--- src/rtl/noc_cmd_parser.sv ---
// NOC receive-side command parser: decodes READ/WRITE frames into a write FIFO and a single read register.
// Optional saturating error counter built when NOC_PARSER_ERRCNT_EN is defined.
module noc_cmd_parser #(
  parameter int FIFO_DEPTH = 4
) (
  input  logic       clk,
  input  logic       reset,
  input  logic       noc_to_dev_ctl,
  input  logic [7:0] noc_to_dev_data,
  output logic       wr_valid,
  input  logic       wr_ready,
  output logic [7:0] wr_addr,
  output logic [7:0] wr_data,
  output logic       rd_valid,
  input  logic       rd_ready,
  output logic [7:0] rd_addr,
  output logic [3:0] rd_len,
  output logic       frame_err,
  output logic       fifo_ovf,
  output logic [7:0] err_count
);

  localparam int AW = $clog2(FIFO_DEPTH);

  typedef enum logic [1:0] {S_IDLE, S_ADDR, S_WDATA} state_t;

  state_t     state_q, state_d;
  logic       is_wr_q, is_wr_d;
  logic [1:0] lcode_q, lcode_d;
  logic [7:0] base_q, base_d;
  logic [3:0] idx_q, idx_d;
  logic       rd_valid_q, rd_valid_d;
  logic [7:0] rd_addr_q, rd_addr_d;
  logic [3:0] rd_len_q, rd_len_d;
  logic       frame_err_q;
  logic       ovf_q;

  logic [7:0] fifo_addr_q [FIFO_DEPTH];
  logic [7:0] fifo_data_q [FIFO_DEPTH];
  logic [AW:0] wptr_q, rptr_q;

  logic       empty, full, pop, push_req, push_ok, err_evt, ovf_evt;
  logic [3:0] len_cur;
  logic [7:0] push_addr;

  // Extra pointer bit distinguishes full from empty when the index bits match.
  assign empty     = (wptr_q == rptr_q);
  assign full      = (wptr_q[AW] != rptr_q[AW]) && (wptr_q[AW-1:0] == rptr_q[AW-1:0]);
  assign pop       = !empty && wr_ready;
  assign push_ok   = push_req && (!full || pop);
  assign ovf_evt   = push_req && !push_ok;
  assign len_cur   = 4'd1 << lcode_q;
  assign push_addr = base_q + {4'd0, idx_q};

  always_comb begin
    state_d    = state_q;
    is_wr_d    = is_wr_q;
    lcode_d    = lcode_q;
    base_d     = base_q;
    idx_d      = idx_q;
    rd_valid_d = rd_valid_q && !rd_ready;
    rd_addr_d  = rd_addr_q;
    rd_len_d   = rd_len_q;
    push_req   = 1'b0;
    err_evt    = 1'b0;
    if (noc_to_dev_ctl) begin
      // A command byte always restarts decoding; mid-frame it also aborts the frame.
      err_evt = (state_q != S_IDLE);
      state_d = S_IDLE;
      case (noc_to_dev_data[7:5])
        3'b000: ;
        3'b001, 3'b010: begin
          is_wr_d = noc_to_dev_data[6];
          lcode_d = noc_to_dev_data[1:0];
          state_d = S_ADDR;
        end
        default: err_evt = 1'b1;
      endcase
    end else begin
      case (state_q)
        S_IDLE: err_evt = 1'b1;
        S_ADDR: begin
          base_d = noc_to_dev_data;
          if (is_wr_q) begin
            idx_d   = 4'd0;
            state_d = S_WDATA;
          end else begin
            state_d = S_IDLE;
            if (rd_valid_q && !rd_ready) begin
              err_evt = 1'b1;
            end else begin
              rd_valid_d = 1'b1;
              rd_addr_d  = noc_to_dev_data;
              rd_len_d   = len_cur;
            end
          end
        end
        S_WDATA: begin
          push_req = 1'b1;
          idx_d    = idx_q + 4'd1;
          if (idx_q + 4'd1 == len_cur) state_d = S_IDLE;
        end
        default: state_d = S_IDLE;
      endcase
    end
  end

  always_ff @(posedge clk) begin
    if (reset) begin
      state_q     <= S_IDLE;
      wptr_q      <= '0;
      rptr_q      <= '0;
      rd_valid_q  <= 1'b0;
      rd_addr_q   <= 8'h00;
      rd_len_q    <= 4'd0;
      frame_err_q <= 1'b0;
      ovf_q       <= 1'b0;
    end else begin
      state_q     <= state_d;
      rd_valid_q  <= rd_valid_d;
      rd_addr_q   <= rd_addr_d;
      rd_len_q    <= rd_len_d;
      frame_err_q <= err_evt;
      if (ovf_evt) ovf_q <= 1'b1;
      if (push_ok) wptr_q <= wptr_q + 1'b1;
      if (pop)     rptr_q <= rptr_q + 1'b1;
    end
  end

  // Datapath storage carries no reset; validity is tracked by the control registers.
  always_ff @(posedge clk) begin
    is_wr_q <= is_wr_d;
    lcode_q <= lcode_d;
    base_q  <= base_d;
    idx_q   <= idx_d;
    if (push_ok) begin
      fifo_addr_q[wptr_q[AW-1:0]] <= push_addr;
      fifo_data_q[wptr_q[AW-1:0]] <= noc_to_dev_data;
    end
  end

  assign wr_valid  = !empty;
  assign wr_addr   = empty ? 8'h00 : fifo_addr_q[rptr_q[AW-1:0]];
  assign wr_data   = empty ? 8'h00 : fifo_data_q[rptr_q[AW-1:0]];
  assign rd_valid  = rd_valid_q;
  assign rd_addr   = rd_addr_q;
  assign rd_len    = rd_len_q;
  assign frame_err = frame_err_q;
  assign fifo_ovf  = ovf_q;

`ifdef NOC_PARSER_ERRCNT_EN
  function automatic logic [7:0] sat_add(input logic [7:0] a, input logic b, input logic c);
    logic [9:0] sum;
    sum = {2'b00, a} + {9'd0, b} + {9'd0, c};
    return (sum > 10'd255) ? 8'hFF : sum[7:0];
  endfunction

  logic [7:0] errcnt_q;

  always_ff @(posedge clk) begin
    if (reset) errcnt_q <= 8'h00;
    else       errcnt_q <= sat_add(errcnt_q, err_evt, ovf_evt);
  end

  assign err_count = errcnt_q;
`else
  assign err_count = 8'h00;
`endif

endmodule

--- config.mk ---
export PLATFORM = sky130hd
export DESIGN_NAME = noc_cmd_parser
export DESIGN_NICKNAME = d
export VERILOG_FILES = /design/src/rtl/noc_cmd_parser.sv
export SDC_FILE = /design/constraint.sdc
export NUM_CORES = 1
export LEC_CHECK = 0
export ABC_CLOCK_PERIOD_IN_PS = 1700
export BUFFER_PORTS_ARGS = -buffer_cell sky130_fd_sc_hd__buf_2
export CAP_MARGIN = 5
export CELL_PAD_IN_SITES_DETAIL_PLACEMENT = 0
export CELL_PAD_IN_SITES_GLOBAL_PLACEMENT = 1
export CORE_ASPECT_RATIO = 0.75
export CORE_MARGIN = 2
export CORE_UTILIZATION = 43
export DETAILED_ROUTE_END_ITERATION = 7
export GPL_TIMING_DRIVEN = 0
export PLACE_DENSITY = 0.73
export RECOVER_POWER = 100
export SLEW_MARGIN = 40
export SYNTH_ARGS = -nofsm -noshare
export SYNTH_HDL_FRONTEND = slang
export SYNTH_SLANG_ARGS = --single-unit
--- constraint.sdc ---
create_clock -name clk -period 1.7 [get_ports clk]
set_input_delay 0.34 -clock clk [delete_from_list [all_inputs] [get_ports clk]]
set_output_delay 0.34 -clock clk [all_outputs]
set_load 0.03 [all_outputs]
# [Word level (Yosys, flattened, before mapping)]
# Memory sizes are Yosys's and may differ from the RTL's. A register that Yosys moved wholly into a read port is not among the register bits.
# Index checks and enable logic that the tools add are counted.
[op_classes] n_reduce_logical=21 mux=25 n_bitwise=3 n_eq_ne=11 n_addsub=4 shift=1
[ops] op="$mux 8" n=2
[ops] op="$mux 2" n=7
[ops] op="$mux 1" n=12
[ops] op="$add 8x4->8" n=1
[ops] op="$pmux 4 s2" n=1
[ops] op="$add 3x1->3 const B" n=2
[ops] op="$pmux 2 s3" n=1
[ops] op="$reduce_and 2->1" n=3
[ops] op="$logic_and 1x1->1" n=5
[ops] op="$add 4x1->4 const B" n=1
[ops] op="$eq 4x4->1" n=1
[ops] op="$logic_not 1->1" n=4
[ops] op="$mux 4" n=1
[ops] op="$ne 2x2->1 const B" n=2
[ops] op="$reduce_and 4->1" n=1
[ops] op="$reduce_bool 2->1" n=2
[ops] op="$shl 1x2->4 const A" n=1
[ops] op="$eq 3x1->1 const B" n=1
[ops] op="$eq 3x2->1 const B" n=1
[ops] op="$eq 3x3->1" n=1
[ops] op="$logic_not 3->1" n=1
[ops] op="$ne 3x3->1 const B" n=1
[ops] op="$not 1->1" n=3
[ops] op="$reduce_and 3->1" n=1
[ops] op="9 further kinds" n=9
[word_totals] n_memories=2 wordCells=79 reg_bits=38 ram_bits=64 input_bits=13 out_inout_bits=40
[memory_table] memory="fifo_addr_q" depth=4 width=8 read_ports=1 rd_clocked_by_memory_dff=1 wr=1 line="38" source="logic [7:0] fifo_addr_q [FIFO_DEPTH];"
[memory_table] memory="fifo_data_q" depth=4 width=8 read_ports=1 rd_clocked_by_memory_dff=1 wr=1 line="39" source="logic [7:0] fifo_data_q [FIFO_DEPTH];"

# [Longest topological paths before layout]
# Gate-level depths: netlist of the first run.
[depth] ltp_word=7 depth_mapped=7 mapped_depth_nobuf=7

# [Worst setup path after synthesis of the first run]
# Ideal clock, no wire load.
[synth_timing] path_type="reg-to-output" start="register wptr_q[0]" end="output port wr_addr[5]" path_slack_ps=-183 path_stages_with_launch=5 t_arrival_ps=1543 required_ps=1360 path_buffers=1 path_cell_list="dfxtp_1 xor2_1 nor3_2 clkbuf_1 nor2b_1"
[synth_between] elab_chain_len=2
[synth_rtl] element="from (decl)" line="40" source="logic [AW:0] wptr_q, rptr_q;"
[synth_rtl] element="from (signal assigned)" line="125" source="if (push_ok) wptr_q <= wptr_q + 1'b1;"
[synth_rtl] element="$eq 3x3->1" line="47" source="assign empty = (wptr_q == rptr_q);"
[synth_rtl] element="$mux 8" line="143" source="assign wr_addr = empty ? 8'h00 : fifo_addr_q[rptr_q[AW-1:0]];"
[synth_rtl] element="to (decl)" line="12" source="output logic [7:0] wr_addr,"
# No other way between the ends.

==> results.yml, run 1 <==
run_status:
  status: "complete, but fails checks"
  violations: "negative setup slack"
final_layout:
  drive_gt1_share_pct: 35.25
  final_util_pct: 57.98
  area_growth_pct: 29.58
  nets: 402
  design_area_mm2: 0.005689
  n_antenna_cell: 0
  layout.cells.non_filler: 515
  mostFrequentLayoutCell: "edfxtp_1"
  final_cell_mix: "79 x edfxtp_1, 30 x clkbuf_1, 24 x buf_4"
critical_path:
  critPathSlowestCell: "mux4_2"
  crit_chain: "buf_6, buf_12, mux4_2, nor2b_4, buf_6"
  critical_path.max_stage_delay_ns: 0.52
  reg2reg_to: "fifo_addr_q[0][6]"
  crit_top_cell: "buf_6"
  worstSetupStartpointType: "flop"
  critPathMaxFanout: 6
  reg2reg_slack_ns: -0.11
  worst-setup-path-type: "reg2out"
  crit_required_ns: 1.36
  worstPathArrival_ns: 1.73
  worst-path-buf-inv: 3
  end_kind: "output pin"
  crit_family: "multiplexers"
  r2r.worst_path.cells: 7
  r2r_start: "idx_q[0]"
placement:
  io_buffer_count: 43
  hpwl_mm: 5.348
  gp_congestion: 0.7710
  dp_cells: 473
  pre_cts_ws_ns: -0.4338
  place_area_mm2: 0.004843
power_and_ir_drop:
  p_sw_share_pct: 20.00
  internal_power_mw: 3.827
  power_frac_clock_pct: 38.8
  irDropWorstVdd_v: 0.0006137
  power.density_mw_per_mm2: 840.8
  p_seq_share_pct: 57.3
  design_power_total_mw: 4.783
  p_leak_nw: 2.027
  switching_power_uw: 956.6
  p_comb_share_pct: 3.9
logic_synthesis:
  synth.top_cells.by_area: "edfxtp_1 54%, dfxtp_1 11%, mux4_2 8.2%"
  ys_seq_area_share_pct: 65.43
  synth_cells: 291
  synth-seq-cells: 104
  syn_area_mm2: 0.004390
  synth_edf_count: 79
  synthFlopType: "edfxtp_1"
  synth_top_cell_by_area: "edfxtp_1"
  async_reset_ff_share_pct: 0
  avgSynthCellArea_um2: 15.09
  yosys_warnings: 0
  yosysUniqueCellTypes: 43
  synth_top_area_share_pct: 54.03
floorplanning:
  rows: 31
  die_h_um: 91.51
  dieArea_mm2: 0.01104
  io_pins: 53
  coreArea_mm2: 0.009813
  start_util_pct: 44.74
  fp.dieW_um: 120.7
global_routing:
  grtUsageTotal_pct: 15.98
  grt_max_degree: 17
  antenna_found_initial: 0
  grt_pass1_wl_mm: 13.17
  grt-ovfl-total: 0
  first_global_vias: 2444
sta:
  period_needed_ns: 2.065
  tns_ns: -6.928
  min_period_over_period_pct: 121.5
  slew_headroom_pct: 64.69
  tightest_slew_ns: 0.5230
  finalSetupViolCount: 66
  setup_ws_ns: -0.3653
  report.final.hold_viol_count: 0
  slew_viol_final: 0
  skew_ns: 0.007190
  grt_setup_unrepaired: "yes"
  max_freq_mhz: 484.2
  timing.hold.ws_ns: 0.3209
clocking:
  clock_sinks: 104
  tritoncts: "yes"
  clk_pin_slew_worst_paths_ns: 0.07
  h-tree-depth: 3
  cts_root_buffer: "clkbuf_16"
  cts_inserted_buffers: 9
  cts_buffer_depth: 2
  clk_latency_ns: 0.34
worst_hold_path:
  hold_depth: 3
  worstHoldStart: "rd_ready"
  hold_class: "in2reg"
  hold-path-endpoint: "rd_valid"
route:
  ant_nets: 0
  drt_first_iter_violations: 187
  drc: 0
  routed_wl_mm: 9.053
  num_vias: 2578
  viasPerCell: 5.006
  wl_per_cell_um: 17.58
  first_pass_iters: 4
flow_run:
  drv_cap: 0
[logic make-up (layout without fill, tap and decap cells)]
family,count (synthesis),in the layout,synth area share [%]
DFF,104,104,65.43
and+or+nand+nor,80,84,10.29
buffers and inverters,30,110,3.590
muxes,27,27,10.72
AOI/OAI and AO/OA,21,22,3.192
xor gates and xnor gates,17,17,3.391
adders and majority gates,11,11,3.306
other,1,8,0.08541
[synth_stat cells, types with 2 or more instances]
master	instances
edfxtp_1	79
dfxtp_1	25
nor2_1	23
nor2b_1	18
mux4_2	16
inv_1	12
a21oi_1	11
mux2i_1	11
ha_1	10
xor2_1	10
buf_4	9
nand2_1	7
nand3_1	7
xnor2_1	7
nand2b_1	6
clkbuf_1	4
and2_2	3
o21ai_0	3
buf_2	2
nand3b_1	2
nor3_1	2
nor3b_1	2
or4_1	2
[flip-flops by register name (all words and copies together) (netlist names), named ones only]
register     count
base_q           8
fifo_addr_q     32
fifo_data_q     32
fifo_ovf         1
frame_err        1
idx_q            4
is_wr_q          1
lcode_q          2
rd_addr          8
rd_len           4
rd_valid         1
rptr_q           3
state_q          2
wptr_q           3
[layer usage]
| layer | part of all wire (%) | vias up | GRT usage, % |
|---|---|---|---|
| li1 | - | 1227 | - |
| met5 | 0 | - | 0 |
| met3 | 5.0 | 13 | 5.276 |
| met2 | 45 | 61 | 24.72 |
| met1 | 48 | 1277 | 21.98 |
| met4 | 1.2 | 0 | 3.682 |
[area by class of cell]
type	instances	area, um2
repair buffers	64	488.0
plain buffers	18	148.9
inverters	12	47.55
well taps	132	165.2
clock inverters	3	18.77
fillers	802	4124
flip-flops and latches	104	2890
multi-input cells	169	1680
clock buffers	13	250.2
[tightest hold or removal path: stages]
cell	delay, ns
buf_2	0.07
nand2b_1	0.12
a21oi_1	0.07
[how the worst max path moves through the flow]
| stage | start | to | slack (ns) | depth (start not counted) |
|---|---|---|---|---|
| after floorplan | idx_q[0] | fifo_addr_q[0][6] | -0.02 | 7 |
| after global placement | wptr_q[1] | wr_data[0] | -0.42 | 5 |
| after detailed placement | flop | wr_data[0] | -0.43 | 5 |
| after CTS | flop | wr_data[0] | -0.42 | 5 |
| after global routing | flop | wr_addr[0] | -0.42 | 5 |
| final | flop | wr_addr[0] | -0.37 | 5 |
[power groups by stage]
| stage | combinational (mW) | clock, mW | sequential, mW |
|---|---|---|---|
| 3_5_place_dp | 0.168 | 0 | 2.80 |
| 2_1_floorplan | 0.101 | 0 | 2.81 |
| 6_report | 0.186 | 1.85 | 2.74 |
| 5_1_grt | 0.203 | 1.99 | 2.74 |
| 3_3_place_gp | 0.165 | 0 | 2.80 |
| 4_1_cts | 0.184 | 1.90 | 2.74 |
[what timing repair did]
item,in CTS,in global routing
endpoints found under the setup margin,115,86
cloned,2,5
hold buffers,0,0
pin swaps,14,15
setup buffers,14,6
resized for setup,78,23
(Power assumes the default switching activity.)
==> inputs of run 2 (changes only) <==
--- a/config.mk
+++ b/config.mk
@@ -5,12 +5,10 @@
 export SDC_FILE = /design/constraint.sdc
 export NUM_CORES = 1
 export LEC_CHECK = 0
-export ABC_CLOCK_PERIOD_IN_PS = 1700
 export BUFFER_PORTS_ARGS = -buffer_cell sky130_fd_sc_hd__buf_2
 export CAP_MARGIN = 5
 export CELL_PAD_IN_SITES_DETAIL_PLACEMENT = 0
 export CELL_PAD_IN_SITES_GLOBAL_PLACEMENT = 1
-export CORE_ASPECT_RATIO = 0.75
 export CORE_MARGIN = 2
 export CORE_UTILIZATION = 43
 export DETAILED_ROUTE_END_ITERATION = 7
==> results.yml, run 2 (synthesized netlist as in run 1, its figures left out) <==
critical_path:
  reg2reg_to: "fifo_addr_q[3][6]"
  worstPathArrival_ns: 1.75
  critPathMaxFanout: 5
  worstSetupStartpointType: "flop"
  worst-setup-path-type: "reg2out"
  reg2reg_slack_ns: -0.07
  end_kind: "output pin"
  r2r_start: "idx_q[0]"
  crit_required_ns: 1.36
  r2r.worst_path.cells: 7
placement:
  gp_congestion: 0.7741
  io_buffer_count: 43
  dp_cells: 474
  place_area_mm2: 0.004845
  hpwl_mm: 5.223
  pre_cts_ws_ns: -0.4744
power_and_ir_drop:
  power.density_mw_per_mm2: 756.2
  p_leak_nw: 2.013
  design_power_total_mw: 4.301
  irDropWorstVdd_v: 0.0003952
global_routing:
  grt_pass1_wl_mm: 14.57
  grt_max_degree: 18
  grtUsageTotal_pct: 17.67
  first_global_vias: 2700
  grt-ovfl-total: 0
  antenna_found_initial: 0
route:
  route.met3.wl_um: 371
  routed-wl-met2_mm: 4.824
  routed_wl_mm: 9.167
  ant_nets: 0
  num_vias: 2585
  viasPerCell: 4.981
  highest_layer: "met4"
  drc: 0
  first_pass_iters: 4
  drt_first_iter_violations: 117
  wl_per_cell_um: 17.66
  wl_met1_mm: 3.897
sta:
  timing.hold.ws_ns: 0.2751
  skew_ns: 0.01683
  tightest_slew_ns: 0.5334
  setup_ws_ns: -0.3944
  tns_ns: -8.472
  min_period_over_period_pct: 123.2
  slew_viol_final: 0
  slew_headroom_pct: 64.44
  grt_setup_unrepaired: "yes"
  report.final.hold_viol_count: 0
  max_freq_mhz: 477.5
  period_needed_ns: 2.094
  finalSetupViolCount: 87
floorplanning:
  dieArea_mm2: 0.01103
  coreArea_mm2: 0.009864
  rows: 36
  io_pins: 53
  start_util_pct: 44.51
  fp.dieW_um: 105.0
  die_h_um: 105.0
clocking:
  cts_buffer_depth: 2
  clock_sinks: 104
  cts_inserted_buffers: 9
  tritoncts: "yes"
  cts_root_buffer: "clkbuf_8"
  cts_hold_buf: 0
  clk_pin_slew_worst_paths_ns: 0.10
  h-tree-depth: 3
  clk_latency_ns: 0.37
worst_hold_path:
  hold_class: "in2reg"
  hold-path-endpoint: "rd_valid"
  hold_depth: 3
  worstHoldStart: "rd_ready"
flow_run:
  drv_cap: 0
final_layout:
  final_cell_mix: "79 x edfxtp_1, 28 x clkbuf_1, 23 x nor2_1"
  design_area_mm2: 0.005688
  mostFrequentLayoutCell: "edfxtp_1"
  layout.cells.non_filler: 519
  drive_gt1_share_pct: 37.31
  area_growth_pct: 29.55
  nets: 405
  n_antenna_cell: 0
  final_util_pct: 57.66
run_status:
  violations: "negative setup slack"
  status: "complete, but fails checks"
run 2: cell count changes in the layout (fill, tap and decap cells not counted), moves of 3 or more:
cell       before  now
clkbuf_16      11    1
clkbuf_8        2   10
nor2b_1         7    3
nor2b_4        11   14
run 2: area by class of cell:
type | count | area, um2
Timing Repair Buffer | 66 | 504.2
Fill cell | 791 | 4177
Clock buffer | 10 | 127.6
Multi-Input combinational cell | 170 | 1744
Inverter | 12 | 47.55
Sequential cell | 104 | 2888
Clock inverter | 6 | 46.29
Tap cell | 133 | 166.4
Buffer | 18 | 163.9
run 2: worst max-delay path, stage by stage (launching register included):
cell,delay [ns]
dfxtp_2,0.34
buf_8,0.14
buf_8,0.13
mux4_2,0.51
nor2b_4,0.14
buf_6,0.13
run 2: power by group:
group / internal [mW] / switching, mW
clock network: 0.538 / 0.837
registers: 2.73 / 0.0135
logic: 0.0689 / 0.118
run 2: worst max path at each step:
| stage | from | to | depth (start not counted) |
|---|---|---|---|
| floorplan | idx_q[0] | fifo_addr_q[0][6] | 7 |
| global placement | flop | wr_data[1] | 5 |
| detailed placement | flop | wr_addr[4] | 5 |
| CTS | flop | wr_addr[1] | 5 |
| global route | flop | wr_addr[1] | 5 |
| finish | flop | wr_addr[1] | 5 |
run 2: timing repair:
action | 4_1_cts | 5_1_grt
gates cloned | 8 | 0
resized for setup | 91 | 23
setup endpoints to repair | 115 | 47
pin swaps | 10 | 10
buffers inserted | 18 | 4
run 2: layer usage:
| metal | GRT usage [%] | vias up |
|---|---|---|
| met5 | 0 | - |
| met4 | 4.000 | 0 |
| met3 | 4.055 | 10 |
| met2 | 30.89 | 60 |
| met1 | 22.37 | 1281 |
| li1 | - | 1234 |
